**src/rtl/bcd_pkg.sv**
```systemverilog
// Shared types and constants for the binary-to-BCD converter.
package bcd_pkg;

  // Converter sequencing states.
  typedef enum logic [1:0] {
    IDLE   = 2'd0,
    SHIFT  = 2'd1,
    FINISH = 2'd2
  } state_t;

  // Largest value a 4-digit display can show.
  localparam int unsigned BCD_MAX = 32'd9999;

  // Packed BCD word shown when the input exceeds BCD_MAX.
  localparam logic [15:0] BCD_SAT = 16'h9999;

  // Digits in the internal accumulator; the fifth digit never reaches the output.
  localparam int BCD_DIGITS_INT = 5;

endpackage : bcd_pkg

```
**src/rtl/bcd_adj3.sv**
```systemverilog
// Double-dabble digit corrector: adds 3 to a BCD digit of 5 or more so
// that the following left shift carries correctly into the next digit.
module bcd_adj3 (
  input  logic [3:0] digit,
  output logic [3:0] fixed
);

  assign fixed = (digit >= 4'd5) ? (digit + 4'd3) : digit;

endmodule : bcd_adj3

```
**src/rtl/bcd_conv.sv**
```systemverilog
// Sequential binary-to-BCD converter (shift-add-3, one bit per clock).
// Inputs above 9999 saturate to 16'h9999 with ovf set; the saturation
// decision is made when the value is captured, so the fifth accumulator
// digit is never needed at the output.
module bcd_conv
  import bcd_pkg::*;
#(
  parameter int IN_W = 16
) (
  input  logic            clock,
  input  logic            reset,
  input  logic            start,
  input  logic [IN_W-1:0] bin_in,
  output logic [15:0]     bcd_out,
  output logic            ovf,
  output logic            busy,
  output logic            done
);

  localparam int ACC_W = 4 * BCD_DIGITS_INT;
  localparam int CNT_W = $clog2(IN_W);
  localparam logic [CNT_W-1:0] CNT_LAST = CNT_W'(IN_W - 1);

  state_t            state;
  state_t            state_nxt;
  logic [CNT_W-1:0]  cnt;
  logic [CNT_W-1:0]  cnt_nxt;
  logic [ACC_W-1:0]  acc;
  logic [ACC_W-1:0]  acc_nxt;
  logic [ACC_W-1:0]  acc_adj;
  logic [IN_W-1:0]   work;
  logic [IN_W-1:0]   work_nxt;
  logic              ovf_pending;
  logic              ovf_pending_nxt;
  logic [15:0]       bcd_out_nxt;
  logic              ovf_nxt;
  logic              busy_nxt;
  logic              done_nxt;
  logic [ACC_W+IN_W-1:0] shifted;

  // One corrector per accumulator digit; digits are corrected independently.
  for (genvar i = 0; i < BCD_DIGITS_INT; i++) begin : g_adj
    bcd_adj3 u_adj3 (
      .digit (acc[4*i +: 4]),
      .fixed (acc_adj[4*i +: 4])
    );
  end

  // Corrected accumulator and working register move left as one word.
  assign shifted = {acc_adj, work} << 1;

  // Next-state, datapath and output-register values; everything holds by default.
  always_comb begin
    state_nxt       = state;
    cnt_nxt         = cnt;
    acc_nxt         = acc;
    work_nxt        = work;
    ovf_pending_nxt = ovf_pending;
    bcd_out_nxt     = bcd_out;
    ovf_nxt         = ovf;
    busy_nxt        = busy;
    done_nxt        = 1'b0;

    case (state)
      IDLE: begin
        if (start) begin
          work_nxt        = bin_in;
          acc_nxt         = '0;
          cnt_nxt         = '0;
          ovf_pending_nxt = (32'(bin_in) > BCD_MAX);
          busy_nxt        = 1'b1;
          state_nxt       = SHIFT;
        end else begin
          state_nxt = IDLE;
        end
      end

      SHIFT: begin
        acc_nxt  = shifted[ACC_W+IN_W-1:IN_W];
        work_nxt = shifted[IN_W-1:0];
        cnt_nxt  = cnt + CNT_W'(1);
        if (cnt == CNT_LAST) begin
          state_nxt = FINISH;
        end else begin
          state_nxt = SHIFT;
        end
      end

      FINISH: begin
        if (ovf_pending) begin
          bcd_out_nxt = BCD_SAT;
        end else begin
          bcd_out_nxt = acc[15:0];
        end
        ovf_nxt   = ovf_pending;
        done_nxt  = 1'b1;
        busy_nxt  = 1'b0;
        state_nxt = IDLE;
      end

      default: begin
        busy_nxt  = 1'b0;
        state_nxt = IDLE;
      end
    endcase
  end

  // Single register stage for state, counter, datapath and outputs; reset aborts silently.
  always_ff @(posedge clock) begin
    if (reset) begin
      state       <= IDLE;
      cnt         <= '0;
      acc         <= '0;
      work        <= '0;
      ovf_pending <= 1'b0;
      bcd_out     <= 16'h0000;
      ovf         <= 1'b0;
      busy        <= 1'b0;
      done        <= 1'b0;
    end else begin
      state       <= state_nxt;
      cnt         <= cnt_nxt;
      acc         <= acc_nxt;
      work        <= work_nxt;
      ovf_pending <= ovf_pending_nxt;
      bcd_out     <= bcd_out_nxt;
      ovf         <= ovf_nxt;
      busy        <= busy_nxt;
      done        <= done_nxt;
    end
  end

endmodule : bcd_conv

```
**config.mk**
```make
export PLATFORM = sky130hd
export DESIGN_NAME = bcd_conv
export DESIGN_NICKNAME = d
export VERILOG_FILES = /design/src/rtl/bcd_pkg.sv /design/src/rtl/bcd_adj3.sv /design/src/rtl/bcd_conv.sv
export SDC_FILE = /design/constraint.sdc
export NUM_CORES = 1
export LEC_CHECK = 0
export ABC_AREA = 0
export BUFFER_PORTS_ARGS = -buffer_cell sky130_fd_sc_hd__buf_2
export CAP_MARGIN = 20
export CORE_MARGIN = 10
export CORE_UTILIZATION = 40
export CTS_CLUSTER_SIZE = 8
export DETAILED_ROUTE_END_ITERATION = 12
export SETUP_SLACK_MARGIN = 0.2
export SLEW_MARGIN = 20
export SYNTH_ARGS = -nofsm -noshare
export SYNTH_HDL_FRONTEND = slang
export SYNTH_SLANG_ARGS = --single-unit
```
**constraint.sdc**
```tcl
create_clock -name clock -period 4.22 [get_ports clock]
set_input_delay 1.266 -clock clock [delete_from_list [all_inputs] [get_ports clock]]
set_output_delay 1.266 -clock clock [all_outputs]
set_load 0.02 [all_outputs]
```
Word-level counts from Yosys, hierarchy flattened
Index checks and enable logic that the tools add are counted.
{"block": "word_totals", "register_bits": 62, "inputBits": 19, "out_inout_bits": 19, "wordCells": 49}
{"block": "op_classes", "n_addsub": 6, "n_lt_le_gt_ge": 6, "n_eq_ne": 4, "n_mux": 18, "bitwise_logic": 1, "reduce_logical": 5}
{"cell": "20-bit case mux with 2 select lines", "n": 1}
{"cell": "16-bit 2-to-1 mux", "n": 2}
{"cell": "16-bit case mux with 2 select lines", "n": 1}
{"cell": "4-bit by 3-bit greater-or-equal comparator with 1-bit output (second input constant)", "n": 5}
{"cell": "20-bit 2-to-1 mux", "n": 1}
{"cell": "4-bit 2-to-1 mux", "n": 5}
{"cell": "4-bit by 2-bit adder with 4-bit output (second input constant)", "n": 4}
{"cell": "16-bit by 14-bit > comparator with 1-bit output (second input constant)", "n": 1}
{"cell": "4-bit case mux with 2 select lines", "n": 1}
{"cell": "2-bit AND reduction", "n": 3}
{"cell": "4-bit by 1-bit adder with 4-bit output (second input constant)", "n": 1}
{"cell": "4-bit equality test (second input constant)", "n": 1}
{"cell": "2-bit case mux with 2 select lines", "n": 1}
{"cell": "3-bit by 2-bit adder with 3-bit output (second input constant)", "n": 1}
{"cell": "1-bit 2-to-1 mux", "n": 3}
{"cell": "3-bit 2-to-1 mux", "n": 1}
{"cell": "2-bit by 1-bit equality test with 1-bit output (second input constant)", "n": 1}
{"cell": "2-bit equality test (second input constant)", "n": 1}
{"cell": "2-bit zero test", "n": 1}
{"cell": "2-bit 2-to-1 mux", "n": 1}
{"cell": "2-bit != test (second input constant)", "n": 1}
{"cell": "1-bit case mux with 2 select lines", "n": 1}
{"cell": "2-bit nonzero test", "n": 1}
{"cell": "1-bit inverter", "n": 1}

Longest topological paths before layout
{"block": "logic_depth", "ltp_word": 3, "mapped_depth": 6, "depth_no_buf": 6}

By module
Synthesis repeated with hierarchy kept, for this count alone.
{"block": "unflattened", "cells_unflattened": 326, "area_unflattened_um2": 2787.7}
{"mod": "bcd_conv", "n_inst": 1, "cells_each": 262, "area_per_inst_um2": 2382.3, "seq_area_each_um2": 1161.1}
{"mod": "bcd_adj3", "n_inst": 4, "cells_each": 16, "area_per_inst_um2": 101.3, "seq_area_each_um2": 0.0}

Worst setup path before layout
Ideal clock, no wire load.
{"block": "synth_timing", "path_kind": "input to register", "startpoint": "input port start", "endpoint": "register acc[11]", "setup_time_ns": 0.132, "t_arrival_ns": 2.080, "t_required_ns": 4.088, "slack_ns": 2.008, "stages": 5, "path_buffers": 1, "cell_sequence": "nor3b_4 > nor2_2 > buf_2 > o21ai_1 > a21oi_1"}
{"block": "synth_via", "elab_chain_len": 2}
{"element": "start, declared", "line_no": "bcd_conv.sv:12", "text": "input logic start,"}
{"element": "2-bit != test (no source line)"}
{"element": "2-bit AND reduction (no source line)"}
{"element": "end signal, assigned", "line_no": "bcd_conv.sv:123", "text": "acc <= acc_nxt;"}
{"element": "end, declared", "line_no": "bcd_conv.sv:28", "text": "logic [ACC_W-1:0] acc;"}
No other way between the ends.
A chain may end at the register's enable or synchronous reset.

Worst setup path in the final report
{"block": "layout_timing", "startpoint": "input port start", "endpoint": "register acc[3]"}
Same word-level chain as after synthesis.

==> results.json <==
{
  "power_leakage_uw": 0.001133,
  "postCtsHoldBufs": 0,
  "fin_nets": 344,
  "peakVddDrop_mv": 0.2424,
  "whs_path_depth": 2,
  "design.core.area_um2": 5956,
  "grt.overflow.total": 0,
  "grt_max_degree": 45,
  "post_cts_buffers": 0,
  "wire_per_inst_um": 14.16,
  "dp.cells": 380,
  "gp_congestion": 0.7786,
  "cts.sinks": 58,
  "switching_share_pct": 24.69,
  "cts_tree": "yes",
  "antenna_found_initial": 0,
  "hold_viol": 0,
  "power_uw": 1128,
  "critPathLaunchType": "input port",
  "p_clk_share_pct": 40.8,
  "fin_hold_ws_ns": 0.4486,
  "areaGrowthSynthToFinish_pct": 16.16,
  "holdCritPathClass": "reg2reg",
  "remaining_drc_errors": 0,
  "seq_power_share_pct": 51.4,
  "drt-vias-per-instance": 5.162,
  "final_common_cell": "dfxtp_1",
  "insertion_delay_ns": 0.33,
  "first_global_vias": 2046,
  "final_max_slew_viol_count": 0,
  "setup_violations": 0,
  "pwr-share-comb_pct": 7.9,
  "skew_ns": 0.008374,
  "switching_power_uw": 278.5,
  "synth_area_per_cell_um2": 8.705,
  "drive_gt1_share_pct": 17.55,
  "grt.total_usage_pct": 11.85,
  "die_h_um": 98.34,
  "syn_nets": 310,
  "cts_resized": 0,
  "first_iter_violations": 71,
  "whs_endpoint": "bcd_out[5]",
  "clockBufferDepth": 2,
  "numCtsBuffers": 9,
  "io_buffer_count": 37,
  "drtAntennaViolNets": 0,
  "required_ns": 4.47,
  "syn_area_um2": 2455,
  "fillers": 612,
  "fin_cells": 394,
  "rows": 28,
  "root_buffer": "clkbuf_8",
  "htreeDepth": 3,
  "dieArea_um2": 9671,
  "worstPathArrival_ns": 2.75,
  "num_vias": 2034,
  "synth_cell_types": 34,
  "diodes": 0,
  "yosysWarnings": 0,
  "cp_max_fo": 21,
  "path_clk_slew_ns": 0.06,
  "reg2reg_to": "acc[6]",
  "grt_pass1_wl_mm": 9.639,
  "wl_mm": 5.580,
  "min_from": "bcd_out[5]",
  "worstMarginPinSlew_ns": 1.007,
  "netlist_instances": 282,
  "r2r_start": "state[0]",
  "start_util_pct": 41.22,
  "ys_seq_elements": 58,
  "ff2ff_path_depth": 4,
  "dpl.hpwl_mm": 3.881,
  "powerDensity_nw_per_um2": 395.5,
  "reg2reg_slack_ns": 2.33,
  "timing.setup.tns_ns": 0,
  "path_class": "in2reg",
  "fin_crit_sh_pct": 59.16,
  "rsz0062_at_grt": "no",
  "p_int_uw": 849.4,
  "die_width_um": 98.34,
  "detail_route.first_pass.iterations": 4,
  "max_freq_mhz": 400.5,
  "io_pins": 38,
  "ys_seq_area_share_pct": 47.30,
  "slew_headroom_pct": 32.70,
  "status": "completed",
  "cap_violations": 0,
  "layout_common_cells": "58 x dfxtp_1, 37 x buf_2, 35 x a21oi_1, 34 x nand2_1, 22 x nor3_1",
  "finalCriticalPeriod_ns": 2.497,
  "end_kind": "register"
}
[synth_stat cells]
cell | instances | share of area (%)
nor2_2 | 1 | 0.26
xnor2_1 | 4 | 1.4
a32o_1 | 1 | 0.41
o22ai_1 | 1 | 0.26
or3_1 | 4 | 1.0
nor3_1 | 22 | 4.5
xor2_1 | 3 | 1.1
o31ai_1 | 3 | 0.92
o21ai_1 | 3 | 0.61
nor4_1 | 1 | 0.26
and3_1 | 3 | 0.76
nand4_1 | 1 | 0.26
nand2_1 | 34 | 5.2
a2111oi_0 | 1 | 0.36
buf_1 | 1 | 0.15
mux2i_1 | 4 | 1.6
a22o_1 | 6 | 2.1
nor2b_1 | 2 | 0.51
nor2_1 | 16 | 2.4
nor3_4 | 1 | 0.66
a22oi_1 | 15 | 4.6
dfxtp_1 | 58 | 47
ha_1 | 9 | 4.6
o21ai_0 | 11 | 2.2
clkbuf_1 | 5 | 0.76
buf_4 | 1 | 0.31
nand3b_1 | 5 | 1.5
o21a_1 | 1 | 0.31
inv_1 | 10 | 1.5
nand2b_1 | 5 | 1.3
nor3b_4 | 1 | 0.76
nand3_1 | 5 | 1.0
a21oi_1 | 35 | 7.1
buf_2 | 9 | 1.8
[power groups by stage]
stage               Clock, uW  Sequential [uW]  Combinational (uW)
finish                    460              579                88.7
global route              501              582                 101
CTS                       473              579                89.5
detailed placement          0              591                89.8
global placement            0              591                88.6
floorplan                   0              587                67.1
[metal layers]
layer / GRT usage [%] / share of wire, % / vias up
li1: - / - / 1057
met1: 13.85 / 47 / 930
met2: 18.66 / 44 / 41
met3: 6.413 / 7.9 / 6
met4: 2.646 / 0.72 / 0
met5: 0 / 0 / -
[worst max-delay path, stage by stage]
cell	delay, ns
buf_2	0.11
nor3b_4	0.14
buf_4	0.21
nor2_2	0.66
o21ai_0	0.20
a21oi_1	0.16
[metrics by stage]
step	utilization, %	setup WS (ns)	cell area (um2)
floorplan	-	2.008	2455
global placement	44.90	1.398	2674
detailed placement	44.90	1.405	2674
CTS	47.88	1.743	2851
global route	47.88	1.568	2851
finish	47.88	1.723	2851
[cell families (layout without fill, tap and decap cells)]
logic type,after synthesis,in the layout,share of synthesized area (%)
xor+xnor,7,7,2.498
buf+inv,26,63,4.587
flops,58,58,47.30
compound gates,77,77,18.96
mux,4,4,1.631
simple gates,101,101,20.44
fa+ha+maj,9,9,4.587
[final cells by class]
cell class | instances | area, um2 | area share, %
well taps | 75 | 93.84 | 3.291
flip-flops and latches | 58 | 1161 | 40.72
multi-input cells | 198 | 1181 | 41.42
clock buffers | 12 | 165.2 | 5.792
repair buffers | 39 | 200.2 | 7.021
inverters | 10 | 37.54 | 1.316
clock inverters | 2 | 12.51 | 0.4388
[worst max-delay path by stage]
stage                from       to  slack, ns
global route        start   acc[3]       1.57
detailed placement  start   acc[3]       1.41
global placement    start   acc[3]       1.40
floorplan           start  acc[11]       2.01
CTS                 start   acc[3]       1.74
finish              start   acc[3]       1.72
[registers in the layout, summed over array words and instances (netlist names), 2 cells and up]
| register | count |
|---|---|
| bcd_out | 16 |
| work | 16 |
| acc | 16 |
| cnt | 4 |
| state | 2 |
No activity file was read; power rests on OpenSTA's default activity.
